`src/rtl/mac_rx_arbiter_pkg.sv`:
```
// mac_rx_arbiter_pkg: shared descriptor layout, FSM states and defaults for the mac rx arbiter
package mac_rx_arbiter_pkg;
    localparam int NPORT = 4;
    localparam int DESC_ERR_MSB = 15;
    localparam int DESC_ERR_LSB = 14;
    localparam int DESC_ERR_W = DESC_ERR_MSB - DESC_ERR_LSB + 1;
    localparam int DESC_LEN_W = 11;
    localparam logic [11:0] DATA_HWM_DEF = 12'd2560;
    typedef enum logic [1:0] {IDLE, PTR_RD, PTR_CAP, DATA} state_t;
endpackage

```
`src/rtl/mac_rx_arbiter_rr_arb4.sv`:
```
// rr_arb4: combinational 4-way round-robin pick, first requester at or after the rr pointer
module rr_arb4 (
    input  logic [3:0] req_i,
    input  logic [1:0] rr_i,
    output logic [3:0] gnt_o,
    output logic [1:0] idx_o,
    output logic       any_o
);
    always_comb begin
        idx_o = rr_i;
        any_o = 1'b0;
        for (int i = 3; i >= 0; i--)
            if (req_i[rr_i + 2'(i)]) begin
                idx_o = rr_i + 2'(i);
                any_o = 1'b1;
            end
        gnt_o = any_o ? 4'b0001 << idx_o : 4'b0000;
    end
endmodule

```
`src/rtl/mac_rx_arbiter.sv`:
```
// mac_rx_arbiter: moves whole frames from 4 rx port FIFOs into one ingress FIFO pair, dropping bad frames
module mac_rx_arbiter
    import mac_rx_arbiter_pkg::*;
#(
    parameter logic [11:0] DATA_HWM = DATA_HWM_DEF
) (
    input  logic               clk,
    input  logic               rst,
    input  logic [NPORT-1:0]   rx_ptr_fifo_empty_i,
    output logic [NPORT-1:0]   rx_ptr_fifo_rd_o,
    input  logic [16*NPORT-1:0] rx_ptr_fifo_din_i,
    output logic [NPORT-1:0]   rx_data_fifo_rd_o,
    input  logic [8*NPORT-1:0] rx_data_fifo_din_i,
    output logic               out_data_fifo_wr_o,
    output logic [7:0]         out_data_fifo_dout_o,
    input  logic [11:0]        out_data_depth_i,
    output logic               out_ptr_fifo_wr_o,
    output logic [15:0]        out_ptr_fifo_dout_o,
    input  logic               out_ptr_fifo_full_i,
    output logic [15:0]        drop_cnt_o
);
    state_t                state_q;
    logic [1:0]            rr_q, g_q, idx;
    logic [NPORT-1:0]      ptr_rd_q, data_rd_q, gnt;
    logic [DESC_LEN_W-1:0] len_q, cnt_q, len;
    logic [DESC_ERR_W-1:0] err;
    logic [15:0]           ptr_dout_q, drop_q, drop_d;
    logic                  good_q, wr_q, ptr_wr_q, any, bp, good;

    rr_arb4 u_arb (
        .req_i(~rx_ptr_fifo_empty_i),
        .rr_i (rr_q),
        .gnt_o(gnt),
        .idx_o(idx),
        .any_o(any)
    );

    assign bp     = out_ptr_fifo_full_i | (out_data_depth_i > DATA_HWM);
    assign err    = rx_ptr_fifo_din_i[{g_q, 4'd0} + 6'(DESC_ERR_LSB) +: DESC_ERR_W];
    assign len    = rx_ptr_fifo_din_i[{g_q, 4'd0} +: DESC_LEN_W];
    assign good   = (err == '0) && (len != '0);
    assign drop_d = (drop_q == 16'hFFFF) ? drop_q : drop_q + 16'd1;

    always_ff @(posedge clk) begin
        if (rst) begin
            state_q    <= IDLE;
            rr_q       <= '0;
            g_q        <= '0;
            ptr_rd_q   <= '0;
            data_rd_q  <= '0;
            len_q      <= '0;
            cnt_q      <= '0;
            good_q     <= 1'b0;
            wr_q       <= 1'b0;
            ptr_wr_q   <= 1'b0;
            ptr_dout_q <= '0;
            drop_q     <= '0;
        end else begin
            // data FIFO dout is valid the cycle after rd, so the write trails the read by one
            wr_q     <= (|data_rd_q) & good_q;
            ptr_wr_q <= 1'b0;
            case (state_q)
                IDLE:
                    if (!bp && any) begin
                        g_q      <= idx;
                        ptr_rd_q <= gnt;
                        rr_q     <= idx + 2'd1;
                        state_q  <= PTR_RD;
                    end
                PTR_RD: begin
                    ptr_rd_q <= '0;
                    state_q  <= PTR_CAP;
                end
                PTR_CAP: begin
                    len_q  <= len;
                    cnt_q  <= len;
                    good_q <= good;
                    if (len == '0) begin
                        drop_q  <= drop_d;
                        state_q <= IDLE;
                    end else begin
                        data_rd_q <= 4'b0001 << g_q;
                        state_q   <= DATA;
                    end
                end
                DATA:
                    if (cnt_q > 11'd1) begin
                        cnt_q <= cnt_q - 11'd1;
                    end else begin
                        data_rd_q  <= '0;
                        ptr_wr_q   <= good_q;
                        ptr_dout_q <= {2'b00, g_q, 1'b0, len_q};
                        if (!good_q) drop_q <= drop_d;
                        state_q <= IDLE;
                    end
            endcase
        end
    end

    assign rx_ptr_fifo_rd_o     = ptr_rd_q;
    assign rx_data_fifo_rd_o    = data_rd_q;
    assign out_data_fifo_wr_o   = wr_q;
    assign out_data_fifo_dout_o = rx_data_fifo_din_i[{g_q, 3'd0} +: 8];
    assign out_ptr_fifo_wr_o    = ptr_wr_q;
    assign out_ptr_fifo_dout_o  = ptr_dout_q;
    assign drop_cnt_o           = drop_q;
endmodule

```
`config.mk`:
```
export PLATFORM = sky130hd
export DESIGN_NAME = mac_rx_arbiter
export DESIGN_NICKNAME = d
export VERILOG_FILES = /design/src/rtl/mac_rx_arbiter_pkg.sv /design/src/rtl/mac_rx_arbiter_rr_arb4.sv /design/src/rtl/mac_rx_arbiter.sv
export SDC_FILE = /design/constraint.sdc
export NUM_CORES = 1
export LEC_CHECK = 0
export CAP_MARGIN = 20
export CORE_MARGIN = 2
export CORE_UTILIZATION = 39
export DETAILED_ROUTE_END_ITERATION = 8
export GPL_TIMING_DRIVEN = 0
export PLACE_DENSITY = 0.89
export SETUP_SLACK_MARGIN = 0.4
export SYNTH_ARGS = -nofsm -noshare
export SYNTH_HDL_FRONTEND = slang
export SYNTH_HIERARCHICAL = 1
export SYNTH_SLANG_ARGS = --single-unit
```
`constraint.sdc`:
```
create_clock -name clk -period 2.7 [get_ports clk]
set_input_delay 0.54 -clock clk [delete_from_list [all_inputs] [get_ports clk]]
set_output_delay 0.54 -clock clk [all_outputs]
set_load 0.01 [all_outputs]
```
==> impl_metrics.csv <==
group,metric,value,unit
synthesis,yosysUniqueCellTypes,54,
synthesis,ys_seq_area_share,34.1,%
synthesis,yosys_register_bits,68,
final_layout,stdcell_area,0.00633,sq mm
route,vias_per_cell,5.94,
outcome,outcome,"finished clean",
synthesis,synth_top_cell_by_area,"dfxtp_1",
die,dieWidth,105,microns
die,initial_core_util,40.4,%
sta,finalCritPeriodShare,98.5,%
flow_run,cap_violations,0,
route,wl_per_cell,18.6,microns
critical_path,end_kind,"flip-flop",
route,wl_met1,5610,microns
clocking,cts_made_buffers,9,
sta,tightest_slew,0.634,ns
synthesis,synth_edf_count,0,
place,io_buffers,148,
synthesis,ys.flop_type,"dfxtp_1",
critical_path,cp-start-kind,"input pin",
place,placed_area,0.00566,sq mm
sta,max_slew_margin,57.7,%
global_routing,grt_pass1_vias,4529,
global_routing,gr-total-overflow,0,
synthesis,synthArstFlopShare,0,%
die,ioPinCount,165,
route,dr_wl_met3,1300,microns
route,met2_length,7320,microns
die,num_rows,36,
critical_path,crit_fanout,4,
place,place_congestion,0.969,
critical_path,timing.rr.start,"g_q[0]",
clocking,cts_tree,"done",
clocking,ctsHtreeMaxLevel,3,
sta,fmax,0.376,GHz
power,power_leakage,2.16,nW
critical_path,reg2regPathDepth,9,
clocking,cts_buffer_depth,2,
clocking,cts_sinks,68,
final_layout,num_antenna_cells,0,
synthesis,postSynthCellCount,468,
critical_path,crit_path_end,"drop_cnt_o[3]",
critical_path,crit_chain,"clkdlybuf4s50_1, mux4_2, nor4_4, a41oi_4, buf_4, buf_6, or4_1, a21oi_1",
route,highest_layer,"met4",
critical_path,critPathKind,"input pin to flip-flop",
critical_path,arrival,2.94,ns
final_layout,most-common-layout-cells,"clkdlybuf4s50_1, nand2_1, dfxtp_1, a21oi_1, nor2_1",
clocking,cts_hold_buf,0,
sta,finalSetupViolCount,0,
die,die_h,105,microns
power,power_density,459,mW/mm^2
synthesis,yosys_warnings,6,
synthesis,syn_area,0.00399,sq mm
final_layout,post-route-util,64.2,%
synthesis,ys_top_cells_by_area,"dfxtp_1, a21oi_1, nand2_1, mux4_2, mux4_1",
sta,hold_violations,0,
route,dr.pass1.iters,5,
global_routing,antenna_found_initial,0,
global_routing,grt_max_degree,15,
power,ir_drop,306,uV
clocking,insertion_delay,0.36,ns
hold_path,hold_class,"flip-flop to flip-flop",
sta,fin_crit,2.66,ns
route,drc,0,
critical_path,critical_path.max_stage_delay,0.54,ns
global_routing,track_usage,25.7,%
critical_path,crit_required,2.98,ns
synthesis,syn_area_per_cell,8.53,sq um
place,dp.final_hpwl,10300,microns
die,core,0.00986,sq mm
final_layout,final_common_cell,"clkdlybuf4s50_1",
route,drt_iter0_drc,537,
synthesis,synth_top_cell_area_share,34.1,%
place,place_ws,-0.358,ns
route,vias,4698,
sta,finClkSkew,0.00981,ns
critical_path,r2r-end,"drop_cnt_o[3]",
critical_path,critical-path-slowest-cell,"mux4_2",
power,finalPower,2.91,mW
sta,slew_violations,0,
final_layout,layout.nets,771,
critical_path,reg2reg_slack,0.05,ns
route,finalWirelength,14700,microns
clocking,cts_root_buf,"clkbuf_8",
final_layout,drive_gt1_share,18.7,%
critical_path,cp-startpoint,"rx_ptr_fifo_din_i[56]",
final_layout,area_growth,58.8,%
die,die_area,0.0111,sq mm
route,detail-route-antenna-nets,0,
sta,rsz0062_at_grt,"true",
global_routing,grt_pass1_wl,22900,microns
sta,setup_ws,0.0392,ns
clocking,path_clk_slew,0.08,ns
repair_timing:
| item | CTS | global route |
|---|---|---|
| endpoints found under the setup margin | 54 | 49 |
| gates cloned | 1 | 0 |
| resized for setup | 55 | 49 |
| pin swaps | 20 | 7 |
| buffers inserted | 15 | 8 |
power breakdown:
part | total (mW) | switching (mW) | leakage, nW | internal [mW]
clock network | 0.908 | 0.465 | 0.0988 | 0.443
registers | 1.09 | 0.0473 | 0.551 | 1.05
logic | 0.906 | 0.465 | 1.51 | 0.441
total | 2.91 | 0.977 | 2.16 | 1.93
sequential cells by signal, indices dropped and copies added, names as in the netlist:
signal               count
out_data_fifo_wr_o       1
len_q                   11
g_q                      2
out_ptr_fifo_dout_o     13
good_q                   1
rx_data_fifo_rd_o        4
out_ptr_fifo_wr_o        1
rx_ptr_fifo_rd_o         4
rr_q                     2
state_q                  2
drop_cnt_o              16
cnt_q                   11
area by class of cell:
type | count | area [sq um]
Clock inverter | 7 | 82.6
Inverter | 11 | 41.3
Sequential cell | 68 | 1360
Multi-Input combinational cell | 356 | 2570
Tap cell | 133 | 166
Fill cell | 716 | 3530
Timing Repair Buffer | 172 | 1730
Buffer | 35 | 262
Clock buffer | 9 | 124
metrics by stage:
step                setup TNS (ns)  hold slack (ns)  cells
finish                           0            0.458    791
global route               -0.0127            0.485    791
CTS                              0            0.455    783
detailed placement           -5.32            0.446    751
global placement             -3.80            0.443    751
floorplan                        0            0.432    470
synthesized netlist by cell type, types with 6 or more instances:
| cell type | n |
|---|---|
| a21oi_1 | 62 |
| mux4_1 | 7 |
| a31oi_1 | 7 |
| nand4b_1 | 6 |
| mux4_2 | 12 |
| nor2b_1 | 8 |
| clkbuf_1 | 17 |
| nand3_1 | 27 |
| dfxtp_1 | 68 |
| nand4_1 | 7 |
| buf_2 | 6 |
| or4_1 | 6 |
| nor2_1 | 32 |
| o21ai_0 | 19 |
| nor3_1 | 6 |
| nand2_1 | 73 |
| inv_1 | 11 |
worst min-delay path by stage:
stage | from | end | slack, ns | cells after the start
detailed placement | len_q[10] | out_ptr_fifo_dout_o[10] | 0.45 | 2
floorplan | len_q[0] | out_ptr_fifo_dout_o[0] | 0.43 | 2
global placement | len_q[10] | out_ptr_fifo_dout_o[10] | 0.44 | 2
global route | out_ptr_fifo_dout_o[10] | out_ptr_fifo_dout_o[10] | 0.48 | 2
CTS | len_q[3] | out_ptr_fifo_dout_o[3] | 0.45 | 2
finish | len_q[3] | out_ptr_fifo_dout_o[3] | 0.46 | 2
worst max-delay path, delay by kind of cell:
kind            cells  cell delay [ns]
compound gates      2             0.35
buf+inv             3             0.72
simple gates        2             0.78
mux                 1             0.54
metal layers:
metal / GRT usage, % / up-vias
met5: 0 / -
met4: 10.1 / 0
met3: 5.12 / 58
met2: 43.5 / 320
met1: 31.9 / 2229
li1: - / 2091
kinds of logic (layout without fill, tap and decap cells):
kind of cell	count (synthesis)	in the layout	synth area share, %
and+or+nand+nor	199	199	26.9
AOI/OAI and AO/OA	124	124	18.8
DFF	68	68	34.1
buffers and inverters	46	234	5.55
muxes	26	26	13.4
adders and majority gates	3	3	0.941
other	1	3	0.0940
xor gates and xnor gates	1	1	0.220
(Power assumes the default switching activity.)
==> RTL edit: new RTL, config.mk and constraints unchanged <==
Change the package constant `DESC_ERR_MSB` from 15 to 14.
--- a/src/rtl/mac_rx_arbiter_pkg.sv
+++ b/src/rtl/mac_rx_arbiter_pkg.sv
@@ -2,5 +2,5 @@
 package mac_rx_arbiter_pkg;
     localparam int NPORT = 4;
-    localparam int DESC_ERR_MSB = 15;
+    localparam int DESC_ERR_MSB = 14;
     localparam int DESC_ERR_LSB = 14;
     localparam int DESC_ERR_W = DESC_ERR_MSB - DESC_ERR_LSB + 1;
Behaviour: not the same (Yosys sat finds a counterexample within 10 cycles, from zero or initial values and one cycle with rst high).
==> RTL edit against the original RTL <==
- clock power decreased by 3.9%
- sequential cell count unchanged
- total power decreased by 5.0%
- routed wire length decreased by 6.9%
- worst setup slack got worse by 0.26 ns
- the flow now finishes with violations (setup timing)
- final area decreased by 5.5%
- die area decreased by 6.3%
- area after synthesis decreased by 6.5%
==> RTL edit: results (changes against the original RTL) <==
stage	metric	value	unit	change
outcome	outcome	finished, violations left		
outcome	violations	setup timing		
synthesis	synthesis.area_per_instance	8.38	sq um	-1.7%
synthesis	synth-adder-area-share	1.01	%	+0.066 points
place	dpl.cell_count	721		-4.0%
place	post_dp_cell_area	0.00538	sq mm	-5.0%
timing	final.setup.tns	-1.01	ns	-1.01 ns
route	met2_wirelength	7.00	mm	-4.4%
clock_network	cts_resized	64		+16%
layout	buffer_area_share	30.9	%	-0.49 points
synthesis	netlist_top_cells_count	sky130_fd_sc_hd__nand2_1, sky130_fd_sc_hd__dfxtp_1, sky130_fd_sc_hd__a21oi_1		
worst_setup_path	timing.critical_path.from	rx_ptr_fifo_din_i[58]		
layout	final_nets	743		-3.6%
layout	nFlopsAndLatches	68		unchanged
layout	final.signal_buffer_count	195		-5.8%
worst_setup_path	critical_path.max_fanout	5		+1
layout	clock_area_share	3.32	%	+0.064 points
timing	final.setup.worst_slack	-0.217	ns	-0.256 ns
hold_path	timing.hold.worst_endpoint	out_ptr_fifo_dout_o[7]		
layout	layout.comb_gates.multi_input	340		-4.5%
synthesis	synth_cell_type_count	50		-7.4%
global_route	grt_use_met3	4.97	%	-0.15 points
power	cellLeakagePower	2.07	nW	-4.4%
place	dp_worst_setup_slack	-0.781	ns	-0.423 ns
global_route	global_route.usage.met2	47.4	%	+3.9 points
timing	timing.final.setup_violations	10		+10
synthesis	synth_sequential_area_ratio	36.5	%	+2.4 points
layout	proportion_of_layout_cells_with_a_drive_suffix_above_1	18.1	%	-0.60 points
place	hpwl	9.91	mm	-4.2%
route	detail_route.iter0.violations	362		-33%
place	globalplace.congestion	0.905		-6.6%
synthesis	synthesis.area	0.00373	sq mm	-6.5%
clock_network	post-cts-setup-buffers	16		+1
global_route	use_met1	31.4	%	-0.48 points
worst_setup_path	endpoint	drop_cnt_o[15]		
layout	multi_input_gate_share_of_total_cell_area	39.6	%	-0.93 points
route	m1WireLength	5.09	mm	-9.3%
power	power.density_cell_area	461	mW/mm^2	+0.57%
place	placement.io_buffers	145		-2.0%
worst_setup_path	r2r_setup_slack	-0.19	ns	-0.24 ns
power	power.switching	0.883	mW	-9.7%
timing	tightestPinTransition	0.684	ns	+0.0504 ns
timing	holdWs	0.458	ns	-0.000538 ns
route	detailroute.via_count	4302		-8.4%
synthesis	complex_gate_fraction_of_the_synthesized_area	16.6	%	-2.2 points
power	vdd_drop_max	0.000302	V	-1.4%
global_route	track_usage	26.4	%	+0.75 points
-- RTL edit: changes by cell type in the layout (fill, tap and decap cells not counted), moves of 4 or more --
cell | unedited run | this run
sky130_fd_sc_hd__o21ai_0 | 18 | 10
sky130_fd_sc_hd__mux2i_1 | 0 | 7
sky130_fd_sc_hd__clkdlybuf4s50_1 | 139 | 133
sky130_fd_sc_hd__mux4_2 | 16 | 20
sky130_fd_sc_hd__nor2_1 | 30 | 34
sky130_fd_sc_hd__a21oi_1 | 57 | 50
sky130_fd_sc_hd__nor2b_1 | 8 | 1
sky130_fd_sc_hd__nand2b_1 | 5 | 9
sky130_fd_sc_hd__mux2_4 | 5 | 0
sky130_fd_sc_hd__o21ai_1 | 1 | 10
sky130_fd_sc_hd__nand2_1 | 72 | 76
sky130_fd_sc_hd__nand3_1 | 26 | 16
sky130_fd_sc_hd__and4_1 | 0 | 4
